$ cat src/rtl/regfile_pkg.sv
// Shared constants for the integer register file, its write front end and
// the issue/hazard logic, plus the write-source select encoding.
package regfile_pkg;

   localparam int unsigned BIT        = 32;
   localparam int unsigned REG_NUM    = 32;
   localparam int unsigned ADDR_W     = $clog2(REG_NUM);
   localparam int unsigned STARVE_MAX = 4;

   // Which producer (if any) transfers on the current edge
   typedef enum logic [1:0] {
      SRC_NONE = 2'd0,
      SRC_ALU  = 2'd1,
      SRC_MEM  = 2'd2
   } src_e;

endpackage

$ cat src/rtl/regfile_writer_wb_arbiter.sv
// wb_arbiter: picks one of the ALU / load results per cycle.
// Loads have priority. With REGFILE_WRITER_STARVE_EN defined, a counter of
// consecutive ALU denials forces one ALU win once it reaches STARVE_MAX.
// Readys depend only on the valids, the starvation state and rst.
module wb_arbiter
   import regfile_pkg::*;
#(
   parameter int unsigned STARVE_MAX = regfile_pkg::STARVE_MAX
) (
`ifdef REGFILE_WRITER_STARVE_EN
   input  logic clk,
`endif
   input  logic rst,
   input  logic alu_valid,
   input  logic mem_valid,
   output logic alu_ready,
   output logic mem_ready,
   output src_e sel
);

`ifdef REGFILE_WRITER_STARVE_EN
   localparam int unsigned CNT_W = $clog2(STARVE_MAX + 1);

   logic [CNT_W-1:0] starve_q;
   logic [CNT_W-1:0] starve_d;
   logic             force_alu;

   assign force_alu = (starve_q == CNT_W'(STARVE_MAX));

   // Ready generation: the forced cycle hands priority to the ALU
   always_comb begin
      alu_ready = 1'b0;
      mem_ready = 1'b0;
      if (!rst) begin
         if (force_alu) begin
            alu_ready = 1'b1;
            mem_ready = ~alu_valid;
         end else begin
            alu_ready = ~mem_valid;
            mem_ready = 1'b1;
         end
      end
   end

   // Count consecutive denials while both producers are offering
   always_comb begin
      starve_d = starve_q;
      if (!alu_valid || alu_ready) begin
         starve_d = '0;
      end else if (mem_valid) begin
         starve_d = starve_q + 1'b1;
      end
   end

   // Starvation counter register
   always_ff @(posedge clk or posedge rst) begin
      if (rst) begin
         starve_q <= '0;
      end else begin
         starve_q <= starve_d;
      end
   end
`else
   // Strict load priority
   always_comb begin
      alu_ready = ~rst & ~mem_valid;
      mem_ready = ~rst;
   end
`endif

   // Select the producer whose handshake completes this cycle
   always_comb begin
      sel = SRC_NONE;
      if (mem_valid && mem_ready) begin
         sel = SRC_MEM;
      end else if (alu_valid && alu_ready) begin
         sel = SRC_ALU;
      end
   end

endmodule

$ cat src/rtl/regfile_writer.sv
// regfile_writer: write-side front end of the integer register file.
// Accepts ALU and load results over valid/ready, drives the single register
// file write port from registers, and keeps the per-register busy scoreboard.
// Optional feature macro: REGFILE_WRITER_STARVE_EN (ALU anti-starvation).
module regfile_writer
   import regfile_pkg::*;
#(
   parameter  int unsigned BIT        = regfile_pkg::BIT,
   parameter  int unsigned REG_NUM    = regfile_pkg::REG_NUM,
   parameter  int unsigned STARVE_MAX = regfile_pkg::STARVE_MAX,
   localparam int unsigned ADDR_W     = $clog2(REG_NUM)
) (
   input  logic              clk,
   input  logic              rst,
   input  logic              alu_valid,
   input  logic [ADDR_W-1:0] alu_rd,
   input  logic [BIT-1:0]    alu_data,
   output logic              alu_ready,
   input  logic              mem_valid,
   input  logic [ADDR_W-1:0] mem_rd,
   input  logic [BIT-1:0]    mem_data,
   output logic              mem_ready,
   input  logic              claim_valid,
   input  logic [ADDR_W-1:0] claim_rd,
   output logic [REG_NUM-1:0] busy,
   output logic              wr_en,
   output logic [ADDR_W-1:0] wr_addr,
   output logic [BIT-1:0]    wr_data
);

   src_e               sel;
   logic               wr_en_q,   wr_en_d;
   logic [ADDR_W-1:0]  wr_addr_q, wr_addr_d;
   logic [BIT-1:0]     wr_data_q, wr_data_d;
   logic [REG_NUM-1:0] busy_q,    busy_d;

   wb_arbiter #(
      .STARVE_MAX (STARVE_MAX)
   ) u_arb (
`ifdef REGFILE_WRITER_STARVE_EN
      .clk        (clk),
`endif
      .rst        (rst),
      .alu_valid  (alu_valid),
      .mem_valid  (mem_valid),
      .alu_ready  (alu_ready),
      .mem_ready  (mem_ready),
      .sel        (sel)
   );

   // Write port next state; transfers to x0 are consumed without a write
   always_comb begin
      wr_en_d   = 1'b0;
      wr_addr_d = wr_addr_q;
      wr_data_d = wr_data_q;
      case (sel)
         SRC_MEM: begin
            if (mem_rd != '0) begin
               wr_en_d   = 1'b1;
               wr_addr_d = mem_rd;
               wr_data_d = mem_data;
            end
         end
         SRC_ALU: begin
            if (alu_rd != '0) begin
               wr_en_d   = 1'b1;
               wr_addr_d = alu_rd;
               wr_data_d = alu_data;
            end
         end
         default: ;
      endcase
   end

   // Scoreboard next state: clear on commit, then claim so a same-edge claim wins
   always_comb begin
      busy_d = busy_q;
      if (wr_en_q) begin
         busy_d[wr_addr_q] = 1'b0;
      end
      if (claim_valid) begin
         busy_d[claim_rd] = 1'b1;
      end
      busy_d[0] = 1'b0;
   end

   // Output and scoreboard registers
   always_ff @(posedge clk or posedge rst) begin
      if (rst) begin
         wr_en_q   <= 1'b0;
         wr_addr_q <= '0;
         wr_data_q <= '0;
         busy_q    <= '0;
      end else begin
         wr_en_q   <= wr_en_d;
         wr_addr_q <= wr_addr_d;
         wr_data_q <= wr_data_d;
         busy_q    <= busy_d;
      end
   end

   assign wr_en   = wr_en_q;
   assign wr_addr = wr_addr_q;
   assign wr_data = wr_data_q;
   assign busy    = busy_q;

endmodule

$ cat config.mk
export PLATFORM = sky130hd
export DESIGN_NAME = regfile_writer
export DESIGN_NICKNAME = d
export VERILOG_FILES = /design/src/rtl/regfile_pkg.sv /design/src/rtl/regfile_writer_wb_arbiter.sv /design/src/rtl/regfile_writer.sv
export SDC_FILE = /design/constraint.sdc
export NUM_CORES = 1
export LEC_CHECK = 0
export CORE_UTILIZATION = 36
export CTS_CLUSTER_SIZE = 28
export DETAILED_ROUTE_END_ITERATION = 8
export GPL_TIMING_DRIVEN = 0
export PLACE_DENSITY = 0.76
export SLEW_MARGIN = 5
export SYNTH_ARGS = -nofsm -noshare
export SYNTH_HDL_FRONTEND = slang
export SYNTH_HIERARCHICAL = 1
export SYNTH_SLANG_ARGS = --single-unit
$ cat constraint.sdc
create_clock -name clk -period 2.25 [get_ports clk]
set_clock_uncertainty 0.1 [all_clocks]
set_input_delay 0.3375 -clock clk [delete_from_list [all_inputs] [get_ports clk]]
set_output_delay 0.3375 -clock clk [all_outputs]
set_load 0.02 [all_outputs]
==> results of run 1 <==
[routing by layer]
metal | routed length (µm) | track usage | up-vias
met5 | 0 | 0 | -
met4 | 140 | 0.0796 | 0
met1 | 3900 | 0.256 | 1390
li1 | - | - | 1383
met3 | 765 | 0.0566 | 12
met2 | 4640 | 0.357 | 137
[Yosys cell counts (all sizes together)]
library cell and count:
a211oi 1, a21oi 1, buf 15, clkbuf 4, conb 1, dfrtp 69, ha 2, inv 4
nand2 3, nand3 4, nand3b 10, nor2 6, nor2b 1, nor3b 2, o21ai 64, o221a 37
or2 1, or3 39, or3b 5, or4 2
[power breakdown]
group / internal (mW) / switching [mW] / leakage [nW] / total, mW
Clock: 0.854 / 0.497 / 0.130 / 1.35
Combinational: 0.706 / 0.648 / 1.00 / 1.35
Sequential: 1.47 / 0.139 / 0.707 / 1.61
[critical path, stage by stage]
cell             delay (ns)
clkdlybuf4s50_1        0.46
nor3b_2                0.23
ha_2                   0.26
o21ai_1                0.10
buf_2                  0.18
buf_2                  0.18
or3_1                  0.37
o221a_1                0.13
[state kept, by name, summed over array words and instances (netlist names)]
name,cells
wr_data,32
wr_addr,5
busy,31
wr_en,1
[area by class of cell]
class                           count  area (µm²)  share of cell area
Inverter                            4        17.5             0.00341
Sequential cell                    69        1730               0.337
Tap cell                          105         131              0.0256
Clock inverter                      7         145              0.0283
Timing Repair Buffer              156        1570               0.306
Multi-Input combinational cell    179        1270               0.248
Buffer                             19         146              0.0285
Clock buffer                        9         124              0.0241
[logic make-up after synthesis]
kind of cell,Yosys count
adders and majority gates,2
buffers and inverters,23
DFF,69
other,1
AOI/OAI and AO/OA,103
and+or+nand+nor,73
[worst max-delay path by stage]
stage / slack, ns / end / depth (start not counted)
2_1_floorplan: 0.07 / busy[10]$_DFF_PP0_ / 1
3_3_place_gp: -1.15 / busy[29]$_DFF_PP0_ / 2
3_5_place_dp: -0.71 / wr_data[20]$_DFFE_PP0P_ / 8
4_1_cts: 0.12 / wr_data[0]$_DFFE_PP0P_ / 8
5_1_grt: 0.01 / wr_data[0]$_DFFE_PP0P_ / 8
6_report: 0.12 / wr_data[0]$_DFFE_PP0P_ / 8
[layout by cell type (no fill, tap or decap), types with 2 or more instances in the layout]
master             n
o221a_1           37
bufinv_16          4
or3_1             39
clkdlybuf4s50_1  153
nand2_1            3
dfrtp_1           69
or3b_2             5
buf_4              6
buf_6              7
nand3b_1          10
o21ai_0           62
o21ai_1            2
nor2_1             6
inv_1              3
nand3_1            4
clkbuf_8           9
buf_2              3
clkbuf_1           4
[repair_timing]
item                       CTS  global route
buffers inserted             2             0
resized for setup            3             0
setup endpoints to repair   37             0
[metrics by stage]
step                      hold WS, ns  cell area (µm²)  cells
after floorplan                 0.423             3150    271
after global placement          0.387             4820    530
after detailed placement        0.395             4830    530
after CTS                       0.354             5130    548
after global routing            0.411             5130    548
final                           0.303             5130    548
==> results.md, run 1 <==
| Step | Quantity | Reported |
|---|---|---|
| status | Status | finished, final reports clean |
| yosys | Synthesized net count | 357 |
| detailed routing | Wire length per cell after detailed routing | 17.2 µm |
| timing | Max Transition Viols Final | 0 |
| finish | Fillers | 705 |
| timing | Final-report setup violation count | 0 |
| detailed routing | Routed Antenna Nets | 0 |
| clocking | TritonCTS clock tree | yes |
| clocking | Clock sink count | 69 |
| floorplan | Height of the die | 95.6 µm |
| worst setup path | Highest net fanout along the worst path | 10 |
| timing | Worst setup margin | 0.116 ns |
| finish | Post-layout util | 0.615 |
| detailed routing | Via density per instance | 5.33 |
| detailed routing | DR vias | 2922 |
| worst setup path | R2r startpoint | wr_addr[4]$_DFFE_PP0P_ |
| worst setup path | Path type of the worst setup path | in2reg |
| power and ir drop | Power per Cell Area | 841 mW/mm² |
| worst hold path | Min-Delay Path Class | in2async |
| worst setup path | Reg2reg path depth | 4 |
| global routing | Overall overflow remaining after global route | 0 |
| yosys | Area share of xor/xnor cells in the synthesized design | 0 |
| finish | Number of antenna diodes | 0 |
| finish | Net count of the finished layout | 524 |
| yosys | Yosys warns | 6 |
| global routing | Overall Global Routing Usage | 0.211 |
| clocking | Master cell of the clock root buffer | clkbuf_8 |
| yosys | Synthesized-area fraction occupied by ao, oa, aoi and oai cells | 0.239 |
| yosys | Syn_area_per_cell | 11.6 µm² |
| global routing | Pin count of the biggest net entering global routing | 70 |
| global routing | Vias in the first global route | 2963 |
| yosys | Proportion of synthesized area in mux cells | 0 |
| placed design | Global placer's final weighted congestion | 0.789 |
| global routing | Global-route wire length before repair | 14500 µm |
| placed design | Detail Placement HPWL | 6890 µm |
| timing | Final-layout setup total negative slack | 0 ns |
| worst setup path | Critical path endpoint category | flip-flop |
| timing | Setup repair after global routing missed its margin | false |
| clocking | # hold bufs at CTS | 0 |
| placed design | Minimum setup slack after placement | -0.708 ns |
| floorplan | Placeable core area | 0.00834 mm² |
| finish | Syn-to-layout area delta | 62.9% |
| yosys | Biggest area contributors in the synthesized netlist | dfrtp_1, o221a_1, o21ai_0, or3_1, buf_6 |
| floorplan | Width of the chip | 95.6 µm |
| worst setup path | Register-to-register setup slack | 0.56 ns |
| timing | Final hold vios | 0 |
| clocking | Cts bufs inserted | 9 |
| yosys | Netlist cell types | 25 |
| worst setup path | Crit path launch | mem_valid |
| yosys | Gate count after technology mapping | 271 |
| detailed routing | Remaining design rule violation count | 0 |
| timing | Maximum clock frequency | 469 MHz |
| worst setup path | CP arrival | 2.26 ns |
| timing | Transition time of the tightest slew-check pin | 0.845 ns |
| worst setup path | Reg2Reg Capture Point | busy[18]$_DFF_PP0_ |
| power and ir drop | VDD IR max | 0.383 mV |
| worst setup path | Required @ worst endpoint | 2.38 ns |
| worst setup path | Critical Path Source Type | input port |
| yosys | Largest family of logic cells by synthesized area | compound AO/OA/AOI/OAI gates |
| clocking | Later-pin clock latency in the skew report | 0.34 ns |
| floorplan | Floorplan die area | 0.00913 mm² |
| clocking | Clock H-tree levels | 3 |
| finish | Fraction of layout cells with a size suffix above 1 | 0.0993 |
| floorplan | I/O pin total | 156 |
| flow run | Max Cap Violations | 0 |
| clocking | Clock-pin slew on the worst setup and hold paths | 0.08 ns |
| floorplan | Standard-cell row count | 33 |
| power and ir drop | Leak pwr | 1.84 nW |
| timing | Period utilization | 0.949 |
| global routing | Number of antenna violations at the first check in global routing | 0 |
| yosys | Total standard cell area after synthesis | 0.00315 mm² |
| yosys | Dominant cell type by area after synthesis | dfrtp_1 |
| detailed routing | 1st-iter DRT viols | 93 |
| floorplan | Initial Utilization | 0.378 |
| yosys | Synth Area in Simple Gates | 0.152 |
| yosys | Area fraction of the dominant cell type after synthesis | 0.548 |
| clocking | Clock Tree Buf Depth | 2 |
| power and ir drop | Power consumption | 4.32 mW |
| detailed routing | Total routed wirelength | 9450 µm |
| placed design | Count of buffers inserted at the top-level ports | 154 |
| timing | Relative slew slack | 0.437 |
| detailed routing | Length of the first detailed-routing pass in iterations | 4 |
| yosys | Share of synthesized cell area in full adder, half adder and majority cells | 0.00794 |
| timing | Final critical path time including I/O delays and setup | 2.13 ns |
| yosys | Synthesis-stage register bit count | 69 |
| yosys | Part of the Yosys area used for sequential elements | 0.548 |
Power figures use the tool's default switching activity.
==> inputs of run 2 (changes only) <==
CTS_CLUSTER_SIZE = 14   (was 28)
==> results of run 2 <==
No change in the layout: final DEF, timing and power equal those of run 1.
==> inputs of run 3 (changes only) <==
CORE_UTILIZATION = 30   (was 36)
PLACE_DENSITY = 0.75   (was 0.76)
==> results.md, run 3 (synthesis results as in run 1) <==
| Step | Quantity | Reported | Delta |
|---|---|---|---|
| timing | Transition time of the tightest slew-check pin | 0.849 ns | +0.00402 ns |
| worst setup path | Reg2Reg Capture Point | busy[18]$_DFF_PP0_ |  |
| clocking | Cts bufs inserted | 9 | unchanged |
| worst setup path | Cell occurring most often along the worst timing path | buf_2 |  |
| status | Status | finished, final reports clean |  |
| detailed routing | 1st-iter DRT viols | 146 | +57% |
| global routing | Pin count of the biggest net entering global routing | 70 | unchanged |
| floorplan | Floorplan die area | 0.0109 mm² | +20% |
| floorplan | Width of the chip | 104 µm | +9.3% |
| floorplan | Placeable core area | 0.0102 mm² | +23% |
| floorplan | I/O pin total | 156 | unchanged |
| finish | Final cell count without fillers | 579 | +5.7% |
| detailed routing | DR vias | 2916 | -0.21% |
| worst setup path | R2r startpoint | wr_addr[4]$_DFFE_PP0P_ |  |
| timing | Period utilization | 0.934 | -0.0141 |
| finish | Net count of the finished layout | 525 | +0.19% |
| timing | Final-report setup violation count | 0 | unchanged |
| power and ir drop | Leak pwr | 1.81 nW | -1.7% |
| detailed routing | Length of the first detailed-routing pass in iterations | 4 | unchanged |
| placed design | Total instance count after detailed placement | 561 | +5.8% |
| floorplan | Standard-cell row count | 37 | +12% |
| worst setup path | Register-to-register setup slack | 0.51 ns | -0.05 ns |
| power and ir drop | Part of the total power dissipated in combinational logic | 0.350 | +0.036 |
| detailed routing | Total routed wirelength | 9690 µm | +2.5% |
| worst setup path | Reg2reg path depth | 4 | unchanged |
| detailed routing | Routed Antenna Nets | 0 | unchanged |
| global routing | Number of antenna violations at the first check in global routing | 0 | unchanged |
| placed design | Minimum setup slack after placement | -0.728 ns | -0.0201 ns |
| worst setup path | Required @ worst endpoint | 2.38 ns | about the same |
| power and ir drop | Power per Cell Area | 760 mW/mm² | -9.7% |
| worst setup path | Kind of cell with the highest combined delay on the critical path | buffers and inverters |  |
| global routing | Overall overflow remaining after global route | 0 | unchanged |
| floorplan | Height of the die | 104 µm | +9.3% |
| power and ir drop | Sequential power share | 0.419 | +0.046 |
| finish | Commonest non-fill, non-tap cells in the layout | clkdlybuf4s50_1, dfrtp_1, o21ai_0 |  |
| worst setup path | Delay of the slowest critical-path stage | 0.46 ns | about the same |
| worst setup path | Worst path cell trace | clkdlybuf4s50_1 > nor3b_2 > ha_2 > o21ai_1 > buf_2 > buf_2 > or3_1 > o221a_1 |  |
| worst setup path | CP arrival | 2.23 ns | -0.03 ns |
| clocking | Master cell of the clock root buffer | clkbuf_8 |  |
| finish | Fraction of layout cells with a size suffix above 1 | 0.0971 | -0.00226 |
| global routing | Vias in the first global route | 3060 | +3.3% |
| finish | Most common library cell in the layout ignoring fill and taps | clkdlybuf4s50_1 |  |
| placed design | Detail Placement HPWL | 6980 µm | +1.3% |
| power and ir drop | Switching part of the total power | 0.327 | +0.0295 |
| timing | Final-layout setup total negative slack | 0 ns | unchanged |
| finish | Post-layout util | 0.498 | -0.118 |
| timing | Relative slew slack | 0.434 | -0.00268 |
| global routing | Overall Global Routing Usage | 0.183 | -0.0279 |
| timing | Final hold vios | 0 | unchanged |
| placed design | Global placer's final weighted congestion | 0.803 | +1.7% |
| worst setup path | Path type of the worst setup path | in2reg |  |
| power and ir drop | Clk pwr share | 0.231 | -0.082 |
| timing | Worst setup margin | 0.147 ns | +0.0318 ns |
| floorplan | Initial Utilization | 0.308 | -0.0698 |
| clocking | Clock H-tree levels | 3 | unchanged |
| finish | Syn-to-layout area delta | 61.6% |  |
| clocking | Clock Tree Buf Depth | 2 | unchanged |
| detailed routing | Remaining design rule violation count | 0 | unchanged |
| clocking | Clock-pin slew on the worst setup and hold paths | 0.08 ns | about the same |
| power and ir drop | VDD IR max | 0.300 mV | -21% |
| timing | Max Transition Viols Final | 0 | unchanged |
| flow run | Max Cap Violations | 0 | unchanged |
| timing | Worst slack on hold paths | 0.159 ns | -0.143 ns |
| worst setup path | Critical path endpoint category | flip-flop |  |
| worst hold path | Min-Delay Path Class | in2async |  |
| global routing | Global-route wire length before repair | 15500 µm | +6.7% |
| power and ir drop | Net switching power | 1.26 mW | -1.5% |
| power and ir drop | Power Internal | 2.60 mW | -14% |
| timing | Maximum clock frequency | 476 MHz | +1.5% |
| detailed routing | Highest routed metal layer | met4 |  |
| finish | Flip-flop count of the largest register after layout | 32 | unchanged |
| clocking | TritonCTS clock tree | yes |  |
| detailed routing | Met2 WL | 4710 µm | +1.5% |
| detailed routing | Routed length on met1 | 4180 µm | +7.3% |
| worst setup path | Critical Path Source Type | input port |  |
| finish | Number of antenna diodes | 0 | unchanged |
| detailed routing | Via density per instance | 5.04 | -5.5% |
| detailed routing | Wire length per cell after detailed routing | 16.7 µm | -2.9% |
| clocking | Clock sink count | 69 | unchanged |
| worst setup path | Highest net fanout along the worst path | 10 | unchanged |
| timing | Final critical path time including I/O delays and setup | 2.10 ns | -0.0318 ns |
| placed design | Count of buffers inserted at the top-level ports | 154 | unchanged |
| clocking | Later-pin clock latency in the skew report | 0.34 ns | about the same |
| finish | Fillers | 936 | +33% |
| worst setup path | Buf+Inv Stages, Crit Path | 3 | unchanged |
| worst setup path | Highest-delay cell along the critical path | clkdlybuf4s50_1 |  |
| detailed routing | Met3 Wirelength | 665 µm | -13% |
## run 3: final cells by class
type                    instances  area (µm²)  area share
flip-flops and latches         69        1730       0.339
repair buffers                157        1590       0.313
multi-input cells             179        1270       0.250
well taps                     136         170      0.0334
plain buffers                  19         146      0.0288
clock buffers                  11         141      0.0278
clock inverters                 4        25.0     0.00492
inverters                       4        17.5     0.00344
## run 3: power groups by stage
stage / combinational, mW / clock [mW] / sequential [mW]
after floorplan: 0.322 / 0 / 1.90
after global placement: 1.32 / 0 / 1.64
after detailed placement: 1.35 / 0 / 1.63
after CTS: 1.36 / 0.926 / 1.62
after global routing: 1.45 / 0.971 / 1.65
final: 1.35 / 0.894 / 1.62
## run 3: through the flow
stage               area [µm²]  power (mW)
global placement          4860        2.95
global route              5090        4.07
floorplan                 3150        2.23
detailed placement        4860        2.98
CTS                       5080        3.91
finish                    5090        3.87
## run 3: how the worst max path moves through the flow
| stage | end | cells past startpoint | start | slack [ns] |
|---|---|---|---|---|
| 4_1_cts | wr_data[29]$_DFFE_PP0P_ | 8 | rst | 0.01 |
| 3_3_place_gp | wr_data[30]$_DFFE_PP0P_ | 2 | rst | -1.16 |
| 5_1_grt | wr_data[31]$_DFFE_PP0P_ | 8 | mem_valid | -0.0003 |
| 6_report | wr_data[29]$_DFFE_PP0P_ | 8 | mem_valid | 0.15 |
| 3_5_place_dp | wr_data[18]$_DFFE_PP0P_ | 8 | rst | -0.73 |
| 2_1_floorplan | busy[10]$_DFF_PP0_ | 1 | rst | 0.07 |
## run 3: repair_timing
action	in CTS	in global routing
buffers inserted	2	1
endpoints found under the setup margin	37	30
pin swaps	2	2
resized for setup	2	1
hold buffers	0	0
## run 3: routing by layer
metal | vias up | global-route usage
li1 | 1377 | -
met1 | 1400 | 0.227
met2 | 129 | 0.307
met3 | 10 | 0.0508
met4 | 0 | 0.0592
met5 | - | 0
